File: src/rtl/wb4_fifo_reader_pkg.sv
// wb4_fifo_reader_pkg
//   Shared definitions for the WB4 FIFO reader: FSM state encodings and
//   the helper that sizes the buffer pointers and the outstanding counter.
//   There are no ports. It is imported by wb4_fifo_reader and
//   wb4_fifo_reader_buf.
package wb4_fifo_reader_pkg;

  typedef enum logic [1:0] {
    ST_IDLE   = 2'd0,
    ST_ACTIVE = 2'd1,
    ST_DRAIN  = 2'd2
  } state_e;

  // The extra MSB separates the full condition from the empty condition,
  // and lets the outstanding counter hold the value DEPTH.
  function automatic int ptr_width(input int depth);
    return $clog2(depth) + 1;
  endfunction

endpackage

File: src/rtl/wb4_fifo_reader_buf.sv
// wb4_fifo_reader_buf
//   Circular buffer with power-of-two depth. The read side is
//   first-word-fall-through: the head entry is presented combinationally,
//   so a word that is pushed becomes visible in the next cycle.
// Ports:
//   i_clk, i_rst     clock and asynchronous active-low reset
//   i_push           write i_push_data at the tail
//   i_push_data      data to write
//   i_pop            advance the head. This input is ignored while empty.
//   o_pop_data       head entry. It reads zero while the buffer is empty.
//   o_count          number of stored entries (0..P_BUF_DEPTH)
//   o_empty, o_full  occupancy flags
module wb4_fifo_reader_buf
  import wb4_fifo_reader_pkg::*;
#(
  parameter int P_DATA_MSB  = 7,
  parameter int P_BUF_DEPTH = 4,
  localparam int PW         = ptr_width(P_BUF_DEPTH)
) (
  input  logic              i_clk,
  input  logic              i_rst,
  input  logic              i_push,
  input  logic [P_DATA_MSB:0] i_push_data,
  input  logic              i_pop,
  output logic [P_DATA_MSB:0] o_pop_data,
  output logic [PW-1:0]     o_count,
  output logic              o_empty,
  output logic              o_full
);

  localparam logic [PW-1:0] PTR_ONE = {{(PW-1){1'b0}}, 1'b1};

  logic [P_DATA_MSB:0] mem_q [P_BUF_DEPTH];
  logic [PW-1:0]       wr_ptr_q, wr_ptr_d;
  logic [PW-1:0]       rd_ptr_q, rd_ptr_d;
  logic                do_pop;

  assign o_empty = (wr_ptr_q == rd_ptr_q);
  assign o_full  = (wr_ptr_q[PW-2:0] == rd_ptr_q[PW-2:0]) &&
                   (wr_ptr_q[PW-1] != rd_ptr_q[PW-1]);
  // The pointers wrap modulo 2*DEPTH, so a plain subtraction gives the count.
  assign o_count = wr_ptr_q - rd_ptr_q;
  assign do_pop  = i_pop && !o_empty;

  // Mask the head while empty. The storage is not reset, so this keeps
  // stale or uninitialised contents off the output.
  assign o_pop_data = o_empty ? '0 : mem_q[rd_ptr_q[PW-2:0]];

  always_comb begin
    wr_ptr_d = wr_ptr_q;
    rd_ptr_d = rd_ptr_q;
    if (i_push) wr_ptr_d = wr_ptr_q + PTR_ONE;
    if (do_pop) rd_ptr_d = rd_ptr_q + PTR_ONE;
  end

  always_ff @(posedge i_clk or negedge i_rst) begin
    if (!i_rst) begin
      wr_ptr_q <= '0;
      rd_ptr_q <= '0;
    end else begin
      wr_ptr_q <= wr_ptr_d;
      rd_ptr_q <= rd_ptr_d;
    end
  end

  always_ff @(posedge i_clk) begin
    if (i_push) mem_q[wr_ptr_q[PW-2:0]] <= i_push_data;
  end

endmodule

File: src/rtl/wb4_fifo_reader.sv
// wb4_fifo_reader
//   Wishbone B4 pipelined read master that drains an upstream FIFO slave
//   into a valid/ready stream. The number of reads in flight is limited by
//   credit: outstanding reads plus buffered words never exceed
//   P_BUF_DEPTH, so every ack always has a free slot in the buffer.
// Ports:
//   i_clk, i_rst            clock and asynchronous active-low reset
//   i_enable                request draining of the FIFO
//   o_wb4_cyc, o_wb4_stb    WB4 cycle and strobe (read-only master)
//   i_wb4_stall, i_wb4_ack  WB4 slave stall and acknowledge
//   i_wb4_data              read data, qualified by ack
//   o_valid, i_ready,       output stream
//   o_data
//   o_err                   sticky flag, set by an ack with nothing outstanding
module wb4_fifo_reader
  import wb4_fifo_reader_pkg::*;
#(
  parameter int P_DATA_MSB  = 7,
  parameter int P_BUF_DEPTH = 4
) (
  input  logic              i_clk,
  input  logic              i_rst,
  input  logic              i_enable,
  output logic              o_wb4_cyc,
  output logic              o_wb4_stb,
  input  logic              i_wb4_stall,
  input  logic              i_wb4_ack,
  input  logic [P_DATA_MSB:0] i_wb4_data,
  output logic              o_valid,
  input  logic              i_ready,
  output logic [P_DATA_MSB:0] o_data,
  output logic              o_err
);

  localparam int PW = ptr_width(P_BUF_DEPTH);
  localparam logic [PW-1:0] CNT_ONE = {{(PW-1){1'b0}}, 1'b1};
  localparam logic [PW:0]   DEPTH_C = P_BUF_DEPTH[PW:0];

  state_e        state_q, state_d;
  logic [PW-1:0] outstanding_q, outstanding_d;
  logic          err_q, err_d;

  logic [PW-1:0] buf_count;
  logic          buf_empty;
  logic          buf_full;
  logic [PW:0]   credit_sum;
  logic          credit_ok;
  logic          accept;
  logic          ack_ok;
  logic          ack_bad;

  // One extra bit, so the sum cannot overflow before the compare.
  assign credit_sum = {1'b0, outstanding_q} + {1'b0, buf_count};
  assign credit_ok  = (credit_sum < DEPTH_C);

  // The strobe is built only from registered state, so it has no path
  // from stall, ack or ready.
  assign o_wb4_stb = (state_q == ST_ACTIVE) && credit_ok;
  assign o_wb4_cyc = (state_q != ST_IDLE);

  assign accept  = o_wb4_stb && !i_wb4_stall;
  assign ack_ok  = i_wb4_ack && (outstanding_q != '0);
  assign ack_bad = i_wb4_ack && (outstanding_q == '0);

  always_comb begin
    outstanding_d = outstanding_q;
    err_d         = err_q | ack_bad;
    unique case ({accept, ack_ok})
      2'b10:   outstanding_d = outstanding_q + CNT_ONE;
      2'b01:   outstanding_d = outstanding_q - CNT_ONE;
      default: outstanding_d = outstanding_q;
    endcase
  end

  always_comb begin
    state_d = state_q;
    unique case (state_q)
      ST_IDLE:   if (i_enable) state_d = ST_ACTIVE;
      ST_ACTIVE: if (!i_enable) state_d = ST_DRAIN;
      // Re-enable takes priority. Otherwise stay until every ack is in.
      ST_DRAIN: begin
        if (i_enable)                     state_d = ST_ACTIVE;
        else if (outstanding_q == '0)     state_d = ST_IDLE;
      end
      default:   state_d = ST_IDLE;
    endcase
  end

  always_ff @(posedge i_clk or negedge i_rst) begin
    if (!i_rst) begin
      state_q       <= ST_IDLE;
      outstanding_q <= '0;
      err_q         <= 1'b0;
    end else begin
      state_q       <= state_d;
      outstanding_q <= outstanding_d;
      err_q         <= err_d;
    end
  end

  assign o_err = err_q;

  wb4_fifo_reader_buf #(
    .P_DATA_MSB  (P_DATA_MSB),
    .P_BUF_DEPTH (P_BUF_DEPTH)
  ) u_buf (
    .i_clk       (i_clk),
    .i_rst       (i_rst),
    .i_push      (ack_ok),
    .i_push_data (i_wb4_data),
    .i_pop       (i_ready),
    .o_pop_data  (o_data),
    .o_count     (buf_count),
    .o_empty     (buf_empty),
    .o_full      (buf_full)
  );

  assign o_valid = !buf_empty;

  // The credit rule should make a push into a full buffer impossible.
  a_no_overflow: assert property (@(posedge i_clk) disable iff (!i_rst)
                                  !(ack_ok && buf_full));

endmodule
File: config.mk
export PLATFORM = sky130hd
export DESIGN_NAME = wb4_fifo_reader
export DESIGN_NICKNAME = d
export VERILOG_FILES = /design/src/rtl/wb4_fifo_reader_pkg.sv /design/src/rtl/wb4_fifo_reader_buf.sv /design/src/rtl/wb4_fifo_reader.sv
export SDC_FILE = /design/constraint.sdc
export NUM_CORES = 1
export LEC_CHECK = 0
export ABC_AREA = 1
export ABC_CLOCK_PERIOD_IN_PS = 3300
export CAP_MARGIN = 20
export CORE_ASPECT_RATIO = 0.75
export CORE_MARGIN = 5
export CORE_UTILIZATION = 26
export CTS_CLUSTER_SIZE = 8
export DETAILED_ROUTE_END_ITERATION = 7
export PLACE_DENSITY_LB_ADDON = 0.25
export SYNTH_ARGS = -nofsm -noshare
export SYNTH_HDL_FRONTEND = slang
export SYNTH_HIERARCHICAL = 1
export SYNTH_SLANG_ARGS = --single-unit
File: constraint.sdc
create_clock -name i_clk -period 3.3 [get_ports i_clk]
set_input_delay 0.495 -clock i_clk [delete_from_list [all_inputs] [get_ports i_clk]]
set_output_delay 0.495 -clock i_clk [all_outputs]
set_load 0.02 [all_outputs]
==> impl_results.rst <==
.. list-table::
   :header-rows: 1

   * - Metric
     - Value
   * - Row Count
     - 29
   * - Sinks on Clock Net
     - 44
   * - Clock-pin slew of the registers on the worst-case setup and hold paths
     - approximately 60 ps
   * - Crit Path Max Fanout
     - 4
   * - Worst r2r path cells
     - 11
   * - Unrepaired setup endpoints after global routing
     - false
   * - Kind of launch point of the worst setup path
     - flip-flop
   * - Cts repair resizes
     - 1
   * - Hold Path Depth
     - 1
   * - Layout Skew
     - 5.064 ps
   * - Area enclosed by the die boundary
     - 0.01078 sq mm
   * - Clock latency reported for the late side of the worst-skew pair
     - about 280 ps
   * - Largest net degree at the start of global routing
     - 20
   * - CTS hold repair buffers
     - 0
   * - Yosys Warn Count
     - 6
   * - Worst reg2reg path startpoint
     - u_buf/wr_ptr_q[0]
   * - Setup violations, final
     - 0
   * - Number of antenna violations at the first check in global routing
     - 0
   * - Core Area
     - 0.008527 sq mm
   * - Worst-case headroom to the max-slew limit
     - a little over 60%
   * - Slew of the pin with the lowest slew margin
     - 568.6 ps
   * - Final std cell area, no fill
     - 0.002804 sq mm
   * - Area post-placement
     - approximately 0.0026 sq mm
   * - Largest delay contributor family on the critical path
     - adder cells
   * - Outcome
     - finished clean
   * - TritonCTS clock tree
     - built
   * - Final worst-path cycle share
     - 90.97%
   * - Initial Utilization
     - between 20% and 30%
   * - Detailed Place HPWL
     - 2955 um
   * - Clock Tree Root
     - clkbuf_16
   * - Data arrival at the endpoint of the critical path
     - 2510 ps
   * - Via density per instance
     - 3.866
   * - Aggregate global-route resource usage
     - 8.203%
   * - Number of CTS-inserted buffers
     - 5
   * - Nets
     - 274
   * - End of the worst hold path
     - state_q[0]
   * - Area grow syn2layout
     - 22.79%
   * - Total of max-cap violations
     - 0
   * - Synthesized cell area
     - 0.002283 sq mm
   * - Maximum resistive drop on vdd
     - 0.4211 mV
   * - Number of max-slew violations in the final report
     - 0
   * - Post-layout instance count excluding filler cells
     - about 360
   * - Reported leakage power
     - roughly 0.0013 uW
   * - Number of DRC violations after detailed-routing iteration 0
     - 25
   * - Number of nets with antenna violations after detailed routing
     - 0
   * - Chain of cells forming the critical path
     - inv_1, ha_1, fa_1, xor2_1, ha_1, nor3_1, nand2_1, nor2_1, dlygate4sd2_1
   * - Number of port buffers
     - 25
   * - I/O pins
     - 26
   * - Placed Cells
     - 349
   * - Most common library cell in the layout ignoring fill and taps
     - nand2_1
   * - Share of cells above drive strength 1
     - a little under a fifth
   * - End of the worst register-to-register path
     - outstanding_q[1]
   * - Classification of the worst-slack hold path
     - flip-flop to flip-flop
   * - Type of the worst setup path
     - flip-flop to output port
   * - Overflow after GRT
     - 0
   * - Total number of H-tree levels
     - 2
   * - First-pass GRT wire length
     - 7107 um
   * - Setup WS post-layout
     - 298.0 ps
   * - Setup slack, reg-to-reg
     - 490 ps
   * - Highest-count cells in the layout ignoring fill and taps
     - 61 x nand2_1, 40 x inv_1, 32 x edfxtp_1
   * - Hold Slack
     - 463.9 ps
   * - Largest stage delay on the critical path
     - about 410 ps
   * - Crit path buf inv count
     - 2
   * - Worst-case clock buffer depth
     - 2
   * - Overall routed net length
     - around 4200 um
   * - Diodes inserted
     - 0
   * - Residual DRC count
     - 0
   * - Post-synthesis net count
     - 244
   * - Number of optimization iterations in the first detailed-route pass
     - 5
   * - Hold path start
     - state_q[0]
   * - Count of fill cells added during filler insertion
     - between 800 and 900
   * - Die extent in x
     - 118.2 um
   * - Avg Synthesized Cell Area
     - between 10 and 15 sq um
   * - Pwr/cell area
     - 987.9 mW/mm^2
   * - Cell repeated most along the worst path
     - ha_1
   * - Critical Path RT
     - 2800 ps
   * - Vias in the first global route
     - around 1,500
   * - Critical Path End Type
     - output port
   * - Max frequency
     - 0.3331 GHz
   * - Aggregate negative setup slack
     - 0 ps
   * - Final hold violations
     - 0
   * - Post-synthesis instance total
     - 218
   * - Number of vias in the routed layout
     - around 1,400
   * - Pre-CTS setup slack
     - 302.9 ps
   * - Max stage delay cell, worst path
     - dfrtp_1
   * - Routability congestion estimate from global placement
     - 0.7172
   * - Fin crit period
     - approximately 3000 ps
   * - Number of setup buffers added after CTS
     - 0
   * - Die Y-Extent
     - 91.16 um
   * - Launch point of the worst path
     - u_buf/wr_ptr_q[0]
   * - Wirelength per Cell
     - 11.82 um
power by group:
part | switching (uW) | total, uW | internal [uW] | leakage (uW)
Combinational | 845 | 1400 | 554 | 0.000759
Clock | 194 | 550 | 355 | 0.0000814
Sequential | 78.7 | 821 | 742 | 0.000435
metrics by stage:
step | power, uW | util, %
5_1_grt | 2990 | 32.88
6_report | 2770 | 32.88
4_1_cts | 2822 | 32.88
3_3_place_gp | 2250 | 30.93
2_1_floorplan | 1846 | -
3_5_place_dp | 2267 | 30.93
registers in the layout, summed over array words and instances (netlist names):
signal / cells
u_buf/mem_q: 32
state_q: 2
o_err: 1
u_buf/wr_ptr_q: 3
outstanding_q: 3
u_buf/rd_ptr_q: 3
worst max-delay path by stage:
stage,to,slack [ps],cells past startpoint
6_report,o_wb4_stb,300,9
5_1_grt,o_wb4_stb,130,9
4_1_cts,o_wb4_stb,270,9
3_5_place_dp,o_wb4_stb,300,9
3_3_place_gp,o_wb4_stb,350,9
2_1_floorplan,outstanding_q[1],680,11
metal layers:
layer  up-vias  global-route usage, %  share of wire, %
met1       620                  11.43                50
met2        16                  12.83                46
li1        742                      -                 -
met4         0                  2.579              0.71
met5         -                      0                 0
met3         2                  1.677               2.4
cell type report:
type / instances / area (sq um) / area share, %
clock buffers: 5 / 125.1 / 4.462
clock inverters: 3 / 42.54 / 1.517
inverters: 44 / 187.7 / 6.693
multi-input cells: 125 / 780.7 / 27.84
flip-flops and latches: 44 / 1261 / 44.98
well taps: 108 / 135.1 / 4.819
repair buffers: 28 / 271.5 / 9.683
No activity file was read; power rests on OpenSTA's default activity.
